`src/rtl/sr_cmd_pkg.sv`:
```
// Shared definitions for the set/reset command generator: one-hot FSM
// state encoding and the sizing rule for the pulse/gap counter.
package sr_cmd_pkg;

  localparam logic [3:0] ST_IDLE = 4'b0001;
  localparam logic [3:0] ST_SET  = 4'b0010;
  localparam logic [3:0] ST_RST  = 4'b0100;
  localparam logic [3:0] ST_GAP  = 4'b1000;

  function automatic int cnt_width(input int pulse, input int gap);
    int m;
    m = (pulse > gap) ? pulse : gap;
    return $clog2(m + 1);
  endfunction

endpackage

```
`src/rtl/sync_debounce.sv`:
```
// One pushbutton channel: 2-flop synchroniser, stability-count debouncer
// and rising-edge detector on the debounced level.
module sync_debounce
  import sr_cmd_pkg::*;
#(
  parameter int DEBOUNCE_CYCLES = 4
) (
  input  logic clk,
  input  logic rst,
  input  logic btn,
  output logic level,
  output logic rise
);

  localparam int CW = $clog2(DEBOUNCE_CYCLES + 1);
  localparam logic [CW-1:0] LAST = CW'(DEBOUNCE_CYCLES - 1);

  logic          sync1_q, sync2_q;
  logic          level_q, level_d;
  logic          prev_q;
  logic [CW-1:0] cnt_q, cnt_d;

  // Counter runs only while the synchronised level disagrees; it clears on
  // agreement and also on the flip itself.
  always_comb begin
    level_d = level_q;
    cnt_d   = '0;
    if (sync2_q != level_q) begin
      if (cnt_q == LAST) level_d = sync2_q;
      else               cnt_d   = cnt_q + 1'b1;
    end
  end

  always_ff @(posedge clk or negedge rst) begin
    if (!rst) begin
      sync1_q <= 1'b0;
      sync2_q <= 1'b0;
      level_q <= 1'b0;
      prev_q  <= 1'b0;
      cnt_q   <= '0;
    end else begin
      sync1_q <= btn;
      sync2_q <= sync1_q;
      level_q <= level_d;
      prev_q  <= level_q;
      cnt_q   <= cnt_d;
    end
  end

  assign level = level_q;
  assign rise  = level_q & ~prev_q;

endmodule

```
`src/rtl/sr_cmd_gen.sv`:
```
// Turns two debounced pushbuttons into clean, mutually exclusive s/r pulses
// for an SR flip-flop, with a forced idle gap and conflict/drop flags.
module sr_cmd_gen
  import sr_cmd_pkg::*;
#(
  parameter int DEBOUNCE_CYCLES = 4,
  parameter int PULSE_CYCLES    = 1,
  parameter int GAP_CYCLES      = 2
) (
  input  logic clk,
  input  logic rst,
  input  logic btn_set,
  input  logic btn_reset,
  output logic s,
  output logic r,
  output logic conflict,
  output logic dropped
);

  localparam int CNT_W = cnt_width(PULSE_CYCLES, GAP_CYCLES);
  localparam logic [CNT_W-1:0] PULSE_LD = CNT_W'(PULSE_CYCLES - 1);
  localparam logic [CNT_W-1:0] GAP_LD   = CNT_W'((GAP_CYCLES > 0) ? GAP_CYCLES - 1 : 0);

  logic             level_set, rise_set, level_rst, rise_rst;
  logic [3:0]       state_q, state_d;
  logic [CNT_W-1:0] cnt_q, cnt_d;
  logic             s_q, s_d, r_q, r_d;
  logic             conflict_q, conflict_d, dropped_q, dropped_d;
  logic             busy;

  sync_debounce #(.DEBOUNCE_CYCLES(DEBOUNCE_CYCLES)) u_db_set (
    .clk   (clk),
    .rst   (rst),
    .btn   (btn_set),
    .level (level_set),
    .rise  (rise_set)
  );

  sync_debounce #(.DEBOUNCE_CYCLES(DEBOUNCE_CYCLES)) u_db_rst (
    .clk   (clk),
    .rst   (rst),
    .btn   (btn_reset),
    .level (level_rst),
    .rise  (rise_rst)
  );

  always_ff @(posedge clk or negedge rst) begin
    if (!rst) begin
      state_q    <= ST_IDLE;
      cnt_q      <= '0;
      s_q        <= 1'b0;
      r_q        <= 1'b0;
      conflict_q <= 1'b0;
      dropped_q  <= 1'b0;
    end else begin
      state_q    <= state_d;
      cnt_q      <= cnt_d;
      s_q        <= s_d;
      r_q        <= r_d;
      conflict_q <= conflict_d;
      dropped_q  <= dropped_d;
    end
  end

  // A rise on one channel is only accepted while the other channel's
  // debounced level is low; that also rejects simultaneous edges.
  always_comb begin
    state_d = state_q;
    cnt_d   = cnt_q;
    case (state_q)
      ST_IDLE: begin
        if (rise_set && !level_rst) begin
          state_d = ST_SET;
          cnt_d   = PULSE_LD;
        end else if (rise_rst && !level_set) begin
          state_d = ST_RST;
          cnt_d   = PULSE_LD;
        end
      end
      ST_SET, ST_RST: begin
        if (cnt_q != '0) begin
          cnt_d = cnt_q - 1'b1;
        end else if (GAP_CYCLES > 0) begin
          state_d = ST_GAP;
          cnt_d   = GAP_LD;
        end else begin
          state_d = ST_IDLE;
        end
      end
      ST_GAP: begin
        if (cnt_q != '0) cnt_d   = cnt_q - 1'b1;
        else             state_d = ST_IDLE;
      end
      default: begin
        state_d = ST_IDLE;
        cnt_d   = '0;
      end
    endcase
  end

  always_comb begin
    busy       = (state_q != ST_IDLE);
    s_d        = (state_d == ST_SET);
    r_d        = (state_d == ST_RST);
    conflict_d = !busy && ((rise_set && level_rst) || (rise_rst && level_set));
    dropped_d  = busy && (rise_set || rise_rst);
  end

  assign s        = s_q;
  assign r        = r_q;
  assign conflict = conflict_q;
  assign dropped  = dropped_q;

endmodule

```
`config.mk`:
```
export PLATFORM = sky130hd
export DESIGN_NAME = sr_cmd_gen
export DESIGN_NICKNAME = d
export VERILOG_FILES = /design/src/rtl/sr_cmd_pkg.sv /design/src/rtl/sync_debounce.sv /design/src/rtl/sr_cmd_gen.sv
export SDC_FILE = /design/constraint.sdc
export NUM_CORES = 1
export LEC_CHECK = 0
export ABC_AREA = 1
export CAP_MARGIN = 20
export CORE_MARGIN = 1.5
export CORE_UTILIZATION = 30
export DETAILED_ROUTE_END_ITERATION = 10
export GPL_ROUTABILITY_DRIVEN = 0
export PLACE_DENSITY = 0.52
export SETUP_SLACK_MARGIN = 0.02
export SYNTH_ARGS = -nofsm -noshare
export SYNTH_HDL_FRONTEND = slang
export SYNTH_SLANG_ARGS = --single-unit
```
`constraint.sdc`:
```
create_clock -name clk -period 3.44 [get_ports clk]
set_input_delay 0.688 -clock clk [delete_from_list [all_inputs] [get_ports clk]]
set_output_delay 0.688 -clock clk [all_outputs]
set_load 0.02 [all_outputs]
```
# [Word level (Yosys, flattened, before mapping)]
# Index checks and enable logic that the tools add are counted.
# Widths: inputs -> output; s select.
[word_totals] rom_bits=0 memories=0 regBits=24 latch_bits=0 out_inout_bits=4 wordCells=66 in_bits=4 mem_bits_rw=0
[op_classes] div=0 shifts=0 n_lt_le_gt_ge=0 n_mul=0 muxes=14 add_sub_neg=3 n_eq_ne=13 reduce_logical=16 bitwise_logic=4
[op_table] operator="$mux 4" count=4
[op_table] operator="$mux 3" count=4
[op_table] operator="$pmux 4 s3" count=1
[op_table] operator="$eq 4x2->1 const B" count=2
[op_table] operator="$eq 4x3->1 const B" count=2
[op_table] operator="$mux 2" count=4
[op_table] operator="$add 3x1->3 const B" count=2
[op_table] operator="$eq 3x2->1 const B" count=2
[op_table] operator="$logic_and 1x1->1" count=6
[op_table] operator="$pmux 2 s3" count=1
[op_table] operator="$reduce_and 2->1" count=3
[op_table] operator="$eq 4x1->1 const B" count=1
[op_table] operator="$eq 4x4->1 const B" count=1
[op_table] operator="$ne 4x1->1 const B" count=1
[op_table] operator="$logic_not 1->1" count=3
[op_table] operator="$ne 3x3->1 const B" count=1
[op_table] operator="$and 1x1->1" count=2
[op_table] operator="$logic_or 1x1->1" count=2
[op_table] operator="$ne 1x1->1" count=2
[op_table] operator="$ne 2x2->1 const B" count=1
[op_table] operator="$not 1->1" count=2
[op_table] operator="$reduce_bool 2->1" count=1
[op_table] operator="$reduce_or 2->1" count=1
[op_table] operator="$sub 2x1->2 const B" count=1

# [Logic depth before layout (Yosys ltp)]
[logic_depth] ltp_word=7 mapped_depth=8 depth_no_buf=8

# [Modules after synthesis]
# Synthesis repeated with hierarchy kept, for this count alone.
[hier_totals] cells_unflattened=118 area_unflattened_um2=1084.8
[by_module_without_submodules] mod="sr_cmd_gen" cells_each=64 seq_area_each_um2=251.5 instances=1 area_per_inst_um2=549.3
[by_module_without_submodules] mod="sync_debounce" cells_each=27 seq_area_each_um2=175.2 instances=2 area_per_inst_um2=267.8

# [Worst setup path before layout]
# Ideal clock, no wire load.
[synth_path] kind="flip-flop to output port" start="reg conflict_q, in the netlist conflict" end="out conflict" n_path_buf=0 stages_incl_launch_ff=1 required_time_ns=2.752 t_arrival_ns=0.416 path_slack_ns=2.336 path_cell_list="dfrtp_1"
[synth_rtl] item="start, declared" line_no="sr_cmd_gen.sv:28" source="logic conflict_q, conflict_d, dropped_q, dropped_d;"
[synth_rtl] item="start signal, assigned" line_no="sr_cmd_gen.sv:60" source="conflict_q <= conflict_d;"
[synth_rtl] item="end, declared" line_no="sr_cmd_gen.sv:16" source="output logic conflict,"
# No word-level cell between the ends.

# [Final worst setup path]
[layout_path] start="reg s_q, in the netlist s" end="out s"
[layout_rtl] item="start, declared" line_no="sr_cmd_gen.sv:27" source="logic s_q, s_d, r_q, r_d;"
[layout_rtl] item="start signal, assigned" line_no="sr_cmd_gen.sv:51" source="s_q <= 1'b0;"
[layout_rtl] item="start signal, assigned" line_no="sr_cmd_gen.sv:58" source="s_q <= s_d;"
[layout_rtl] item="end, declared" line_no="sr_cmd_gen.sv:14" source="output logic s,"
# No word-level cell between the ends.

==> reports/qor.yml <==
antenna_found_initial: 0
slew_headroom_pct: 79.8
max_cap_viol_count: 0
crit_path_max_incr_delay_ns: 0.59
rsz0062_at_grt: "no"
synth_flop_cell: "dfrtp_1"
r2r-start: "cnt_q[0]$_DFFE_PN0P_"
dieWidth_um: 61.4
path_cells: "clkdlybuf4s50_1"
post_synth_fa_ha_maj_area_fraction_pct: 4.88
final_antenna_net_count: 0
synthXorXnorAreaFrac_pct: 1.71
status: "finished, final reports clean"
synth_top_area_cell: "dfrtp_1"
yosysUniqueCellTypes: 17
critPathKind: "flop to output pin"
netlist.area_leader.share_pct: 56.2
num_vias: 701
totalPowerFinal_uw: 974
clockBufferDepth: 2
core_um2: 3310
min_period_ns: 1.95
h-tree-depth: 1
synth.mux.area_fraction_pct: 0
skew_ns: 0.00356
hold_buffers: 0
ys_warn_count: 0
yosysMostFrequentCell: "dfrtp_1"
cts.clk_slew.worst_paths_ns: 0.14
grt_usage_pct: 10.2
critical_path.top_delay_family: "buffers and inverters"
instances_no_fill: 164
cp-end-kind: "output pin"
dp.cells: 160
wl_per_cell_um: 9.73
gr-total-overflow: 0
tightest_slew_ns: 0.304
ir_worst_vdd_mv: 0.188
worst-path-buf-inv: 1
cts_setup_buffers: 0
dp_hpwl_mm: 1.21
synth-seq-cells: 24
synthCells: 106
firstDrtPassIters: 4
hold_viol_final: 0
grt_pass1_wl_mm: 2.77
ios: 8
syn_area_per_cell_um2: 9.67
nets: 127
cts.sinks: 24
placementRows: 21
io_buffer_count: 7
slowest_stage: "clkdlybuf4s50_1"
arrival_ns: 1.26
synth_nets: 114
fin_crit_sh_pct: 56.7
cts_resized: 0
grt_pass1_vias: 653
min-delay-start: "u_db_set.sync1_q$_DFF_PN0_"
cts_tree: "done"
start_util_pct: 31.0
final-setup-viol-count: 0
syn_area_um2: 1020
synth-compound-area-share_pct: 5.37
grt_max_degree: 25
synth-seq-area-share_pct: 58.7
critPathMaxFanout: 1
fin_setup_tns_ns: 0
drive_gt1_share_pct: 10.2
min_path_type: "flop to flop"
synth_top_family_by_area: "simple AND/OR/NAND/NOR gates"
holdWs_ns: 0.367
drc: 0
async_reset_ff_share_pct: 100
syn_to_final_growth_pct: 18.3
die_y_um: 61.4
viasPerCell: 4.27
synth_simple_gate_area_share_pct: 23.1
ys_top_cells_by_count: "23 x dfrtp_1, 20 x nand2_1, 17 x inv_1"
cts_made_buffers: 3
drtIter0Drc: 20
drt-total-wl_mm: 1.60
powerDensity_nw_per_um2: 804
clock_latency_ns: 0.31
startpoint: "s$_DFF_PN0_"
max_freq_ghz: 0.513
cts_root_buf: "clkbuf_4"
synth_area_leaders: "dfrtp_1 56%, nand2_1 7.3%, inv_1 6.2%"
slew_viol_final: 0
diodes: 0
startpoint_type: "flop"
p_leak_nw: 0.589
worstPathRequired_ns: 2.75
die-area_um2: 3780
synth_edf_count: 0
where the power goes:
group	leakage, nW	switching, mW	internal (mW)	total, mW
Clock	0.0279	0.0868	0.118	0.205
Combinational	0.257	0.216	0.132	0.348
Sequential	0.304	0.0577	0.364	0.421
Total	0.589	0.360	0.614	0.974
stage by stage:
stage,utilization (%),cell area (µm²),setup WS [ns]
floorplan,-,1020,2.34
global route,36.6,1210,1.44
global placement,35.0,1160,1.86
CTS,36.6,1210,1.47
finish,36.6,1210,1.49
detailed placement,35.0,1160,1.84
layer usage:
layer | vias up | track usage, % | part of all wire, %
met5 | - | 0 | 0
met4 | 0 | 4.86 | 1.1
met3 | 2 | 2.73 | 2.9
met2 | 8 | 16.1 | 47
met1 | 326 | 13.0 | 49
li1 | 365 | - | -
kinds of logic (layout without fill, tap and decap cells):
kind of cell / Yosys count / count (layout)
adder cells (fa/ha/maj): 4 / 4
AND/OR/NAND/NOR: 49 / 49
AO/OA/AOI/OAI: 10 / 10
buffers and inverters: 17 / 29
flip-flops: 24 / 24
XOR/XNOR: 2 / 2
path summary, 6_finish.rpt:
path	depth (start not counted)	endpoint	slack [ns]
max in group asynchronous	2	state_q[0]$_DFF_PN1_	2.45
worst min-delay path	0	u_db_set.sync2_q$_DFF_PN0_	0.37
worst max register to register	5	cnt_q[0]$_DFFE_PN0P_	2.19
min in group asynchronous	2	dropped$_DFF_PN0_	0.71
worst min register to register	0	u_db_set.sync2_q$_DFF_PN0_	0.37
worst max-delay path	1	s	1.49
area by class of cell:
| class | count | area [µm²] |
|---|---|---|
| Fill cell | 367 | 2100 |
| Sequential cell | 24 | 602 |
| Multi-Input combinational cell | 65 | 359 |
| Timing Repair Buffer | 8 | 77.6 |
| Inverter | 17 | 63.8 |
| Tap cell | 46 | 57.6 |
| Clock inverter | 1 | 30.0 |
| Clock buffer | 3 | 22.5 |
flip-flops by register name, summed over array words and instances, names as in the netlist:
name              flops
cnt_q                 2
conflict              1
dropped               1
r                     1
s                     1
state_q               4
u_db_rst.cnt_q        3
u_db_rst.level        1
u_db_rst.prev_q       1
u_db_rst.sync1_q      1
u_db_rst.sync2_q      1
u_db_set.cnt_q        3
u_db_set.level        1
u_db_set.prev_q       1
u_db_set.sync1_q      1
u_db_set.sync2_q      1
layout by cell type (no fill, tap or decap):
cell type | netlist | final
clkbuf_4 | 0 | 3
buf_4 | 0 | 1
nand3_1 | 9 | 9
o21ai_0 | 3 | 3
ha_1 | 4 | 4
nand4_1 | 3 | 3
dfrtp_1 | 23 | 23
nand2_2 | 2 | 2
nand3_2 | 2 | 2
bufinv_16 | 0 | 1
dfstp_2 | 1 | 1
nor3b_1 | 2 | 2
o22ai_1 | 4 | 4
nand2_1 | 20 | 20
clkdlybuf4s50_1 | 0 | 7
nor2_1 | 6 | 6
nor3_1 | 3 | 3
a21oi_1 | 3 | 3
nor2_2 | 2 | 2
xnor2_1 | 2 | 2
inv_1 | 17 | 17
No activity file was read; power rests on OpenSTA's default activity.
